File: config.mk
export PLATFORM = sky130hd
export DESIGN_NAME = stepper_phase_decoder
export DESIGN_NICKNAME = d
export VERILOG_FILES = /design/src/rtl/stepper_phase_decoder.sv
export SDC_FILE = /design/constraint.sdc
export NUM_CORES = 1
export LEC_CHECK = 0
export ABC_AREA = 1
export BUFFER_PORTS_ARGS = -buffer_cell sky130_fd_sc_hd__buf_4
export CAP_MARGIN = 0
export CORE_UTILIZATION = 25
export CTS_CLUSTER_DIAMETER = 60
export DETAILED_ROUTE_END_ITERATION = 10
export HOLD_SLACK_MARGIN = 0.05
export MAX_ROUTING_LAYER = met4
export PLACE_DENSITY = 0.49
export SYNTH_ARGS = -nofsm -noshare
export SYNTH_HDL_FRONTEND = slang
export SYNTH_SLANG_ARGS = --single-unit
File: constraint.sdc
create_clock -name CLK100MHZ -period 3.15 [get_ports CLK100MHZ]
set_input_delay 0.1575 -clock CLK100MHZ [delete_from_list [all_inputs] [get_ports CLK100MHZ]]
set_output_delay 0.1575 -clock CLK100MHZ [all_outputs]
set_load 0.1 [all_outputs]
File: src/rtl/stepper_phase_decoder.sv
// Stepper coil decoder: 2-flop sync, stability filter, half-step phase tracking into a signed position.
// Latency STABLE_CYCLES+3 edges from a stable pin change to outputs; no backpressure (free-running).
module stepper_phase_decoder #(
  parameter int STABLE_CYCLES = 4,
  parameter int POS_WIDTH     = 16
) (
  input  logic                 CLK100MHZ,
  input  logic                 reset,
  input  logic                 jb1,
  input  logic                 jb2,
  input  logic                 jb3,
  input  logic                 jb4,
  input  logic                 err_clr,
  output logic [POS_WIDTH-1:0] position,
  output logic                 step_pulse,
  output logic                 dir,
  output logic [2:0]           phase_idx,
  output logic                 locked,
  output logic                 coils_off,
  output logic                 err
);

  typedef enum logic {UNLOCKED, TRACKING} state_t;

  localparam logic [8:0] CNT_FIRE = 9'(STABLE_CYCLES);

  state_t               state, state_nxt;
  logic [3:0]           sync1, sync2, cand;
  logic [8:0]           cnt;
  logic                 accept;
  logic                 legal;
  logic [2:0]           ph;
  logic [2:0]           delta;
  logic [2:0]           back;
  logic [POS_WIDTH-1:0] pos_nxt;
  logic [2:0]           phase_nxt;
  logic                 dir_nxt, step_nxt, coils_nxt, err_set;

  // cnt==0 means no candidate yet; it saturates at CNT_FIRE+1 so each stable run fires once.
  always_ff @(posedge CLK100MHZ or negedge reset) begin
    if (!reset) begin
      sync1 <= 4'd0;
      sync2 <= 4'd0;
      cand  <= 4'd0;
      cnt   <= 9'd0;
    end else begin
      sync1 <= {jb1, jb2, jb3, jb4};
      sync2 <= sync1;
      if (sync2 != cand || cnt == 9'd0) begin
        cand <= sync2;
        cnt  <= 9'd1;
      end else if (cnt <= CNT_FIRE) begin
        cnt <= cnt + 9'd1;
      end
    end
  end

  assign accept = (sync2 == cand) && (cnt == CNT_FIRE);

  always_comb begin
    legal = 1'b1;
    ph    = 3'd0;
    case (cand)
      4'b1000: ph = 3'd0;
      4'b1100: ph = 3'd1;
      4'b0100: ph = 3'd2;
      4'b0110: ph = 3'd3;
      4'b0010: ph = 3'd4;
      4'b0011: ph = 3'd5;
      4'b0001: ph = 3'd6;
      4'b1001: ph = 3'd7;
      default: legal = 1'b0;
    endcase
  end

  assign delta = ph - phase_idx;
  assign back  = 3'd0 - delta;

  always_comb begin
    state_nxt = state;
    pos_nxt   = position;
    phase_nxt = phase_idx;
    dir_nxt   = dir;
    step_nxt  = 1'b0;
    coils_nxt = coils_off;
    err_set   = 1'b0;
    if (accept) begin
      if (cand == 4'b0000) begin
        coils_nxt = 1'b1;
      end else if (legal) begin
        coils_nxt = 1'b0;
        phase_nxt = ph;
        if (state == UNLOCKED) begin
          state_nxt = TRACKING;
        end else begin
          case (delta)
            3'd1, 3'd2: begin
              pos_nxt  = position + POS_WIDTH'(delta);
              dir_nxt  = 1'b1;
              step_nxt = 1'b1;
            end
            3'd6, 3'd7: begin
              pos_nxt  = position - POS_WIDTH'(back);
              dir_nxt  = 1'b0;
              step_nxt = 1'b1;
            end
            3'd3, 3'd4, 3'd5: err_set = 1'b1;
            default: ;
          endcase
        end
      end else begin
        err_set   = 1'b1;
        coils_nxt = 1'b0;
        state_nxt = UNLOCKED;
      end
    end
  end

  always_ff @(posedge CLK100MHZ or negedge reset) begin
    if (!reset) begin
      state      <= UNLOCKED;
      position   <= '0;
      phase_idx  <= 3'd0;
      dir        <= 1'b0;
      step_pulse <= 1'b0;
      coils_off  <= 1'b0;
      err        <= 1'b0;
    end else begin
      state      <= state_nxt;
      position   <= pos_nxt;
      phase_idx  <= phase_nxt;
      dir        <= dir_nxt;
      step_pulse <= step_nxt;
      coils_off  <= coils_nxt;
      err        <= err_set | (err & ~err_clr);
    end
  end

  assign locked = (state == TRACKING);

endmodule

After elaboration in Yosys (flattened, before gate mapping):

Index checks and enable logic that the tools add are counted.

* bits in registers: 45
* latch bits: 0
* RAM bits: 0
* bits in read-only memories: 0
* bits of input ports: 7
* output and inout port bits: 24
* logic and storage cells: 71
* memories kept: 0

* add/sub/neg operators: 5
* $mul: 0
* divide/modulo/power cells: 0
* $lt $le $gt $ge: 1
* equal/unequal tests: 18
* shift-type cells: 0
* mux-type cells: 18
* bitwise operators: 4
* reductions and logical operators: 14

Operators with widths (count)
* $pmux W16 S2: 1
* $pmux W3 S7: 1
* $mux W9: 2
* $add A16 B3 Y16: 1
* $sub A16 B3 Y16: 1
* $mux W1: 13
* $eq A3 B3 Y1 const B: 4
* $eq A4 B4 Y1 const B: 3
* $add A9 B1 Y9 const B: 1
* $eq A9 B3 Y1 const B: 1
* $le A9 B3 Y1 const B: 1
* $logic_not A9 Y1: 1
* $eq A4 B2 Y1 const B: 2
* $eq A4 B3 Y1 const B: 2
* $reduce_or A8 Y1: 1
* $eq A3 B2 Y1 const B: 2
* $reduce_and A5 Y1: 1
* $eq A4 B1 Y1 const B: 1
* $eq A4 B4 Y1: 1
* $logic_not A4 Y1: 1
* $ne A4 B4 Y1: 1
* $reduce_bool A2 Y1: 2
* $reduce_or A2 Y1: 2
* $reduce_or A4 Y1: 1
* other kinds (12): 13

Logic depth before layout (Yosys ltp):

Gate-level depths: netlist of run 1.

* depth in word-level cells: 11
* gate-level depth with buffers: 30
* gate-level depth less buffers: 30

Worst setup path before layout of run 1:

OpenSTA, ideal clock, no wires.

* path type: register to register
* from: register phase_idx[0]
* to: register position[8]
* library setup time: 0.124 ns
* data arrival time: 3.587 ns
* required time: 3.026 ns
* slack: -0.561 ns
* stages on the path, launching flop included: 17
* path buffers: 0
* period minus slack after synthesis: 3.711 ns
* cell sequence: dfrtp_1 ha_1 inv_1 fa_1 ha_1 or2_2 nand2_4 nand2_1 ha_1 a21oi_1 nand2_1 nand2_1 nand2_1 nand2_1 nand2_1 xnor2_1 a21oi_2

* word-level cells in the longest chain between the ends: 5
* elaborated cells between the ends (all ways): 13
* classes of those cells: 4 x add/sub; 4 x eq/ne; 1 x mux; 4 x reduce/logical

Ends and longest elaborated chain
* start: declaration: line 17 `output logic [2:0] phase_idx,`
* start signal: assignment: line 131 `phase_idx <= phase_nxt;`
* $sub A3 B3 Y3 *: line 76 `assign delta = ph - phase_idx;`
* parallel branches: the longest is 4 deep, another holds $sub A16 B3 Y16
* end signal: assignment: line 130 `position <= pos_nxt;`
* end: declaration: line 14 `output logic [POS_WIDTH-1:0] position,`

Every way passes the cells marked *.
A chain may end at the register's enable or synchronous reset.

Final worst setup path of run 1:

* from: register cand[0]
* to: register position[7]

* word-level cells in the longest chain between the ends: 7
* elaborated cells between the ends (all ways): 28
* classes of those cells: 4 x add/sub; 13 x eq/ne; 3 x mux; 1 x bitwise; 7 x reduce/logical

Ends and longest elaborated chain
* start: declaration: line 28 `logic [3:0] sync1, sync2, cand;`
* start signal: assignment: line 50 `cand <= sync2;`
* parallel branches: the longest is 7 deep, another holds $sub A16 B3 Y16

Several ways; the timed one is not identified.

==> run metrics, run 1 <==
Hold Worst Slack 0.350 ns; warnings from Yosys 0; most common cell after layout, fill and taps aside buf_4; DR pass1 iterations 4; Worst-path clk slew 0.07 ns; area grow syn2layout 51.8%; Wirelength per Cell 12.5 um; drt total wl 7.33 mm; PD cells 381 nW/um^2; clock share of power 38.3%; die height 109 um; post-synthesis sequential area ratio 39.1%; Net Sw Frac 29.3%; Synth Instances 359; CORE AREA 11000 um^2; largest net degree at the start of global routing 46; via-per-instance ratio 4.31; I/O pin total 31; Worst Path Max Fanout 6; Internal 1.18 mW; Final period util 106%; vias in the first global route 2493; Psw 0.489 mW; status finished with violations; Tot Pwr 1.67 mW; first-pass GRT wire length 12.1 mm; sequential power share 35.5%; fin util 39.6%; Initial Util 26.1%; Req. time, crit path 3.37 ns; Synth Register Bits 45; DP Wirelength 5.32 mm; Max Cap Viol 0; violated checks setup timing; multiplexer share of the synthesized area 0%; Setup crit end kind register; GR Overflow Total 0; simple-gate share of the synthesized area 27.9%; H-tree Lvls 2; post-route ant nets 0; RSZ-0062 raised after global routing yes; Lkg Pwr 2.10 nW; die area 12000 um^2; clock tree sinks 45; placed instance area 3760 um^2; drt drc 0; Post-Synth Adder-Cell Area 11.4%; clock skew 0.00973 ns; WS Path Type reg2reg; site row count 38; FFs w/ async S/R, synth 100%; ys flop type dfrtp_1; final setup margin -0.188 ns; Worst Reg2Reg Path Length in Cells 19; Global Route Usage Sum 13.6%; Slew Limit Fails 0; layout cells sized above 1 44.2%; cell area after layout 4370 um^2; post-layout min period 3.34 ns; CTS root buffer clkbuf_16; Post-Synth XOR/XNOR Area 3.95%; VDD IR max 0.000209 V; largest family of logic cells by synthesized area simple AND/OR/NAND/NOR gates; count of cell types in the netlist 32; most frequent cells in the layout buf_4 (74), nand2_1 (59), dfrtp_1 (42); TritonCTS clock tree built; Hold Crit Depth 0; clk buf depth 2; Die W 109 um; Worst slew margin 56.7%; average cell area after synthesis 8.03 um^2; Final Hold Viols 0; Final nets 477; Gate power share 26.2%; WP data arrival 3.56 ns; port buffer count 30; initial antenna violation count 0; 1st-iter DRT viols 96; Via Count 2528; RePlAce Congestion 0.831; filler cell count 1128; number of flops mapped to enable cells by yosys 0; cts bufs inserted 5; Worst Hold Class reg2reg; final setup vio count 11; post-synthesis compound-gate area fraction 9.86%; post-place setup slack -0.245 ns; clock latency on the worst-skew pair 0.30 ns; Max Freq 0.300 GHz; Slew @ Worst Pin 0.643 ns; ANT cells 0; Netlist Area Pre-Place 2880 um^2; Startpoint Class register; Mapped Nets 391
==> Yosys cell counts, types with 4 or more instances <==
library cell	instances	area, um^2
a21oi_1	26	130
clkbuf_1	4	15.0
a21oi_2	6	52.6
xnor2_1	12	105
dfrtp_1	45	1130
nor2_1	38	143
ha_1	23	288
o21ai_0	14	70.1
nand3_1	19	95.1
nand2_1	84	315
inv_1	48	180
nand2_2	5	31.3
nand4_1	6	37.5
==> power groups by stage <==
stage               clock (mW)  sequential [mW]  combinational [mW]
floorplan                    0            0.605               0.217
global placement             0            0.604               0.338
detailed placement           0            0.604               0.340
CTS                      0.662            0.593               0.391
global route             0.681            0.594               0.480
finish                   0.639            0.593               0.436
==> critical path, stage by stage (launching register included) <==
cell     delay [ns]
dfrtp_1        0.41
inv_2          0.07
nor2_1         0.03
o21ai_1        0.18
ha_2           0.20
inv_2          0.04
fa_2           0.52
ha_4           0.20
or2_4          0.27
nand2_8        0.11
nand2_8        0.11
ha_4           0.28
nand2_2        0.06
nand2_2        0.06
a21oi_2        0.14
nand2_2        0.09
buf_4          0.14
buf_4          0.13
xnor2_2        0.12
a21oi_1        0.11
==> what timing repair did <==
action / CTS / global route
hold buffers: 6 / 0
resized for setup: 37 / 38
pin swaps: 26 / 40
buffers inserted: 4 / 9
endpoints found under the hold margin: 50 / 0
endpoints found under the setup margin: 12 / 13
==> state kept, by name, indices dropped and copies added (netlist names) <==
register    flops
locked          1
phase_idx       3
position       16
cnt             9
cand            4
err             1
sync1           4
coils_off       1
step_pulse      1
dir             1
sync2           4
==> path summary, 6_finish.rpt <==
check	startpoint	to	slack, ns
max reg2reg	cand[0]	position[7]	-0.19
min	sync1[2]	sync2[2]	0.35
min in group asynchronous	reset	cnt[1]	0.41
max	cand[0]	position[7]	-0.19
max in group asynchronous	reset	phase_idx[0]	2.27
min reg2reg	sync1[2]	sync2[2]	0.35
==> layer usage <==
metal	part of all wire [%]	up-vias	global-route usage, %
li1	-	1315	-
met1	49	1181	18.0
met2	47	27	21.4
met3	2.6	5	1.72
met5	0	-	-
met4	1.1	0	4.57
==> cells by family after synthesis <==
group / count (synthesis)
xor gates and xnor gates: 13
and+or+nand+nor: 170
adders and majority gates: 25
buffers and inverters: 56
AOI/OAI and AO/OA: 50
DFF: 45
==> area by class of cell <==
type                       count  area [um^2]  share of cell area, %
tap                          140          175                   4.01
timing repair buffer          85          681                   15.6
clock buffer                   5          125                   2.86
clock inverter                 3         50.0                   1.14
sequential                    45         1130                   25.9
inverter                      50          193                   4.41
multi-input combinational    258         2020                   46.1
==> metrics by stage <==
| stage | std cells | setup TNS, ns |
|---|---|---|
| after floorplan | 359 | -0.00446 |
| after global placement | 559 | -1.48 |
| after detailed placement | 559 | -1.90 |
| after CTS | 577 | -1.02 |
| after global routing | 586 | -3.91 |
| final | 586 | -1.49 |
Note: power is estimated with default switching activity, not from simulation.
==> run 2: changes to the inputs <==
--- a/config.mk
+++ b/config.mk
@@ -8,12 +8,13 @@
 export ABC_AREA = 1
 export BUFFER_PORTS_ARGS = -buffer_cell sky130_fd_sc_hd__buf_4
 export CAP_MARGIN = 0
-export CORE_UTILIZATION = 25
+export CORE_UTILIZATION = 30
 export CTS_CLUSTER_DIAMETER = 60
 export DETAILED_ROUTE_END_ITERATION = 10
 export HOLD_SLACK_MARGIN = 0.05
 export MAX_ROUTING_LAYER = met4
-export PLACE_DENSITY = 0.49
+export PLACE_DENSITY = 0.55
+export REMOVE_ABC_BUFFERS = 1
 export SYNTH_ARGS = -nofsm -noshare
 export SYNTH_HDL_FRONTEND = slang
 export SYNTH_SLANG_ARGS = --single-unit
==> run 2 against run 1 <==
Compared with the run above: the flow still finishes with violations (setup timing); final cell count is 0.68% lower; setup slack worse by 0.011 ns; hold slack improved by 0.0086 ns; die area decreased by 16%; design area up 0.11%; sequential cell count did not move; wire length is 1.4% lower; core utilization is 7.5 points higher; combinational power rose by 8.3%; critical path type unchanged; largest cell class unchanged.
==> run metrics, run 2 (synthesis gave the netlist of run 1 again) <==
Slowest-stage cell, CP fa_2; DR pass1 iterations 5; Worst Path Max Fanout 6; Wirelength per Cell 12.4 um; Slew @ Worst Pin 0.636 ns; cts bufs inserted 5; Initial Util 31.0%; via-per-instance ratio 4.51; post-layout min period 3.35 ns; post-route ant nets 0; multi-input logic area 2050 um^2; RePlAce Congestion 0.846; clk buf depth 2; violated checks setup timing; area grow syn2layout 51.9%; Max Freq 0.299 GHz; max reg flops 16; final setup vio count 12; Max Cap Viol 0; DP Wirelength 5.06 mm; Final period util 106%; final setup margin -0.199 ns; Die W 100 um; Global Route Usage Sum 16.0%; Worst Hold Class reg2reg; RSZ-0062 raised after global routing yes; I/O pin total 31; largest net degree at the start of global routing 46; H-tree Lvls 2; Worst-path clk slew 0.11 ns; most common cell after layout, fill and taps aside buf_4; Worst slew margin 57.1%; Top reg by flops position; Slew Limit Fails 0; drt total wl 7.23 mm; layout cells sized above 1 45.9%; Setup crit end kind register; initial antenna violation count 0; CORE AREA 9280 um^2; GR Util met3 2.72%; WP data arrival 3.56 ns; met1 Usage GRT 21.0%; status finished with violations; Storage cell area 1130 um^2; crit-path max cell delay 0.61 ns; 1st-iter DRT viols 63; VDD IR max 0.000205 V; die height 100 um; site row count 35; Via Count 2625; PD cells 352 nW/um^2; first-pass GRT wire length 12.2 mm; die area 10000 um^2; TritonCTS clock tree built; vias in the first global route 2587; Req. time, crit path 3.36 ns; port buffer count 30; GRT busiest layer met2; WS Path Type reg2reg; top flop regs position: 16 flops, cnt: 9 flops; cell repeated most along the worst path nand2_1; GR Overflow Total 0; Final nets 484; CP Cell Sequence inv_2 > nor2_2 > o21ai_2 > ha_2 > inv_2 > fa_2 > inv_2 > ha_4 > ha_4 > inv_4 > nand2_8 > ha_4 > nand2_4 > nor2_1 > nand2_1 > nand2_2 > nand2_1 > nand2_1 > inv_1 > nand2_1 > nand3_1 > nand2_1 > nand2_1; Final Hold Viols 0; CTS root buffer clkbuf_8; Startpoint Class register; clock skew 0.0171 ns; Tot Pwr 1.54 mW; clock latency on the worst-skew pair 0.32 ns; drt drc 0; Lkg Pwr 2.11 nW; ANT cells 0; filler cell count 867; met2 Track Usage GR 25.6%; Hold Worst Slack 0.359 ns; most frequent cells in the layout buf_4 (82), nand2_1 (55), dfrtp_1 (44); clock tree sinks 45
run 2: power breakdown:
group,total (mW),switching [mW],internal (mW)
sequential,0.593,0.00638,0.587
clock,0.477,0.234,0.243
combinational,0.472,0.237,0.235
run 2: metrics by stage:
| stage | setup TNS (ns) | cell area, um^2 | setup WS [ns] | instances | util, % |
|---|---|---|---|---|---|
| final | -1.33 | 4380 | -0.199 | 582 | 47.2 |
| after global routing | -3.15 | 4380 | -0.399 | 582 | 47.2 |
| after CTS | -1.45 | 4210 | -0.186 | 579 | 45.3 |
| after detailed placement | -6.21 | 3580 | -0.658 | 557 | 38.6 |
| after global placement | -5.12 | 3580 | -0.611 | 557 | 38.6 |
| after floorplan | -5.22 | 2840 | -0.567 | 353 | - |
run 2: routing by layer:
metal / routed length (um) / vias up / share of wire (%)
met2: 3440 / 41 / 48
met4: 121 / 0 / 1.7
met1: 3480 / 1240 / 48
met5: 0 / - / 0
li1: - / 1333 / -
met3: 189 / 11 / 2.6
run 2: path summary, 6_finish.rpt:
kind                       slack (ns)     start  cells after the start            to
setup / recovery                -0.20   cand[2]                     23  position[15]
hold / removal                   0.36  sync1[0]                      0      sync2[0]
setup reg to reg                -0.20   cand[2]                     23  position[15]
hold reg to reg                  0.36  sync1[0]                      0      sync2[0]
max in group asynchronous        2.35     reset                      2       cand[0]
min in group asynchronous        0.37     reset                      2   position[1]
run 2: area by class of cell:
class / instances / area share, %
clock buffer: 5 / 1.57
clock inverter: 3 / 1.09
inverter: 50 / 4.40
multi-input combinational: 258 / 46.8
sequential: 45 / 25.8
tap: 129 / 3.69
timing repair buffer: 92 / 16.7
run 2: what timing repair did:
action | in CTS | in global routing
hold buffers | 6 | 0
resized for setup | 74 | 43
endpoints found under the hold margin | 50 | 0
endpoints found under the setup margin | 13 | 13
setup buffers | 8 | 5
pin swaps | 29 | 34
run 2: critical path: cells and delay by family (launching register included):
family          cells  cell delay (ns)
flops               1             0.44
buf+inv             5             0.30
simple gates       12             0.87
fa+ha+maj           5             1.47
compound gates      1             0.16
==> run 3: changes to the inputs <==
--- a/config.mk
+++ b/config.mk
@@ -13,7 +13,7 @@
 export DETAILED_ROUTE_END_ITERATION = 10
 export HOLD_SLACK_MARGIN = 0.05
 export MAX_ROUTING_LAYER = met4
-export PLACE_DENSITY = 0.55
+export PLACE_DENSITY = 0.53
 export REMOVE_ABC_BUFFERS = 1
 export SYNTH_ARGS = -nofsm -noshare
 export SYNTH_HDL_FRONTEND = slang
==> constraint.sdc (replaced) <==
create_clock -name CLK100MHZ -period 3.2 [get_ports CLK100MHZ]
set_input_delay 0.16 -clock CLK100MHZ [delete_from_list [all_inputs] [get_ports CLK100MHZ]]
set_output_delay 0.16 -clock CLK100MHZ [all_outputs]
set_load 0.1 [all_outputs]
==> run 3 against run 2 <==
Compared with the run above: the run still ends with setup timing left; global-route usage is 0.17 points lower; final cell count shrank 0.69%; largest power group unchanged; via count shrank 1.6%; maximum frequency grew 0.29%; register-to-register slack improved by 0.06 ns; sequential power down 2%; design area down 1.3%; die area unchanged; setup slack gained 0.060 ns; sequential share of layout area increased by 0.31 points; first-iteration DRC count up 21%; hold slack lost 0.0041 ns.
==> run metrics, run 3 (synthesis gave the netlist of run 1 again) <==
Max Cap Viol 0; DR pass1 iterations 4; most frequent cells in the layout buf_4 (77), nand2_1 (55), dfrtp_1 (45); first-pass GRT wire length 12.0 mm; Final period util 104%; vias in the first global route 2545; Lkg Pwr 2.08 nW; Final Hold Viols 0; initial antenna violation count 0; Setup crit end kind register; clock tree sinks 45; setup_tns -0.888 ns; final setup vio count 9; TritonCTS clock tree built; Setup crit end position[11]; area grow syn2layout 49.9%; Via Count 2582; port buffer count 30; post-layout min period 3.34 ns; cell area after layout 4320 um^2; placed instance area 3520 um^2; drt total wl 7.28 mm; Max Freq 0.299 GHz; die area 10000 um^2; FF-to-FF End position[11]; H-tree Lvls 2; Global Route Usage Sum 15.8%; Worst-path clk slew 0.10 ns; Worst slew margin 59.6%; DP Wirelength 4.85 mm; Die W 100 um; post-route ant nets 0; cts bufs inserted 5; RSZ-0062 raised after global routing yes; ANT cells 0; Wirelength per Cell 12.6 um; VDD IR max 0.000188 V; R2R Path Start cand[2]; die height 100 um; largest net degree at the start of global routing 46; clock latency on the worst-skew pair 0.31 ns; Startpoint Class register; final setup margin -0.139 ns; Top reg by flops position; RePlAce Congestion 0.847; Worst Setup SP cand[2]; CTS root buffer clkbuf_8; Worst Path Max Fanout 7; Req. time, crit path 3.38 ns; Slew @ Worst Pin 0.600 ns; I/O pin total 31; clock skew 0.0157 ns; R2R Setup Slk -0.14 ns; most common cell after layout, fill and taps aside buf_4; WP data arrival 3.52 ns; fin cells 578; via-per-instance ratio 4.47; site row count 35; CORE AREA 9280 um^2; clk buf depth 2; Slew Limit Fails 0; GR Overflow Total 0; PD cells 347 nW/um^2; filler cell count 896; max reg flops 16; violated checks setup timing; Worst Reg2Reg Path Length in Cells 20; 1st-iter DRT viols 76; Worst Hold Class reg2reg; Initial Util 31.0%; dpl cells 550; top flop regs position: 16 flops, cnt: 9 flops; WS Path Type reg2reg; drt drc 0; layout cells sized above 1 45.4%; Final nets 480; post-place setup slack -0.521 ns; status finished with violations
run 3: changes by cell type in the layout (fill, tap and decap cells not counted), sizes merged:
cell | previous run | this run
buf | 86 | 82
run 3: final cells by class:
class | count | area (um^2) | share of cell area, %
multi-input cells | 258 | 2030 | 47.0
repair buffers | 88 | 694 | 16.1
well taps | 129 | 161 | 3.74
clock inverters | 3 | 47.5 | 1.10
inverters | 50 | 190 | 4.40
clock buffers | 5 | 68.8 | 1.59
flip-flops and latches | 45 | 1130 | 26.1
run 3: worst min path at each step:
stage | endpoint | startpoint | cells past startpoint
finish | sync2[0] | sync1[0] | 0
global route | sync2[1] | sync1[1] | 0
CTS | sync2[0] | sync1[0] | 0
detailed placement | position[11] | reset | 1
global placement | position[15] | reset | 1
floorplan | cand[0] | reset | 0
run 3: where the power goes:
group / internal [mW] / switching [mW] / total, mW
clock network: 0.239 / 0.225 / 0.464
logic: 0.223 / 0.231 / 0.454
registers: 0.577 / 0.00556 / 0.583
run 3: what timing repair did:
| action | CTS | global route |
|---|---|---|
| gates resized for setup | 75 | 37 |
| buffers inserted | 8 | 7 |
| hold buffers | 6 | 0 |
| setup endpoints to repair | 13 | 13 |
| pin swaps | 35 | 42 |
| hold endpoints to repair | 50 | 0 |
run 3: metal layers:
layer	GRT usage, %	wire (um)	vias to the layer above
met5	-	0	-
met4	5.35	87	0
met3	2.72	234	7
met2	25.5	3440	43
met1	20.3	3520	1202
li1	-	-	1330
run 3: metrics by stage:
stage	utilization (%)	hold WS, ns	power, mW
floorplan	-	-0.136	0.763
global placement	37.9	0.209	0.883
detailed placement	37.9	0.210	0.883
CTS	44.4	0.358	1.46
global route	46.5	0.369	1.59
finish	46.5	0.354	1.50
run 3: critical path, stage by stage (launching register included):
cell	delay, ns
dfrtp_1	0.43
buf_6	0.13
buf_4	0.14
nand3b_1	0.11
nand2_2	0.09
fa_2	0.55
ha_4	0.19
or2_4	0.27
nand2_8	0.11
nand2_8	0.11
ha_4	0.34
nand2_4	0.06
nor2_2	0.11
nand2_1	0.07
nand2_2	0.10
buf_4	0.12
nand3_2	0.06
nand2_1	0.06
nand2_1	0.04
nand2_1	0.06
a21oi_2	0.05
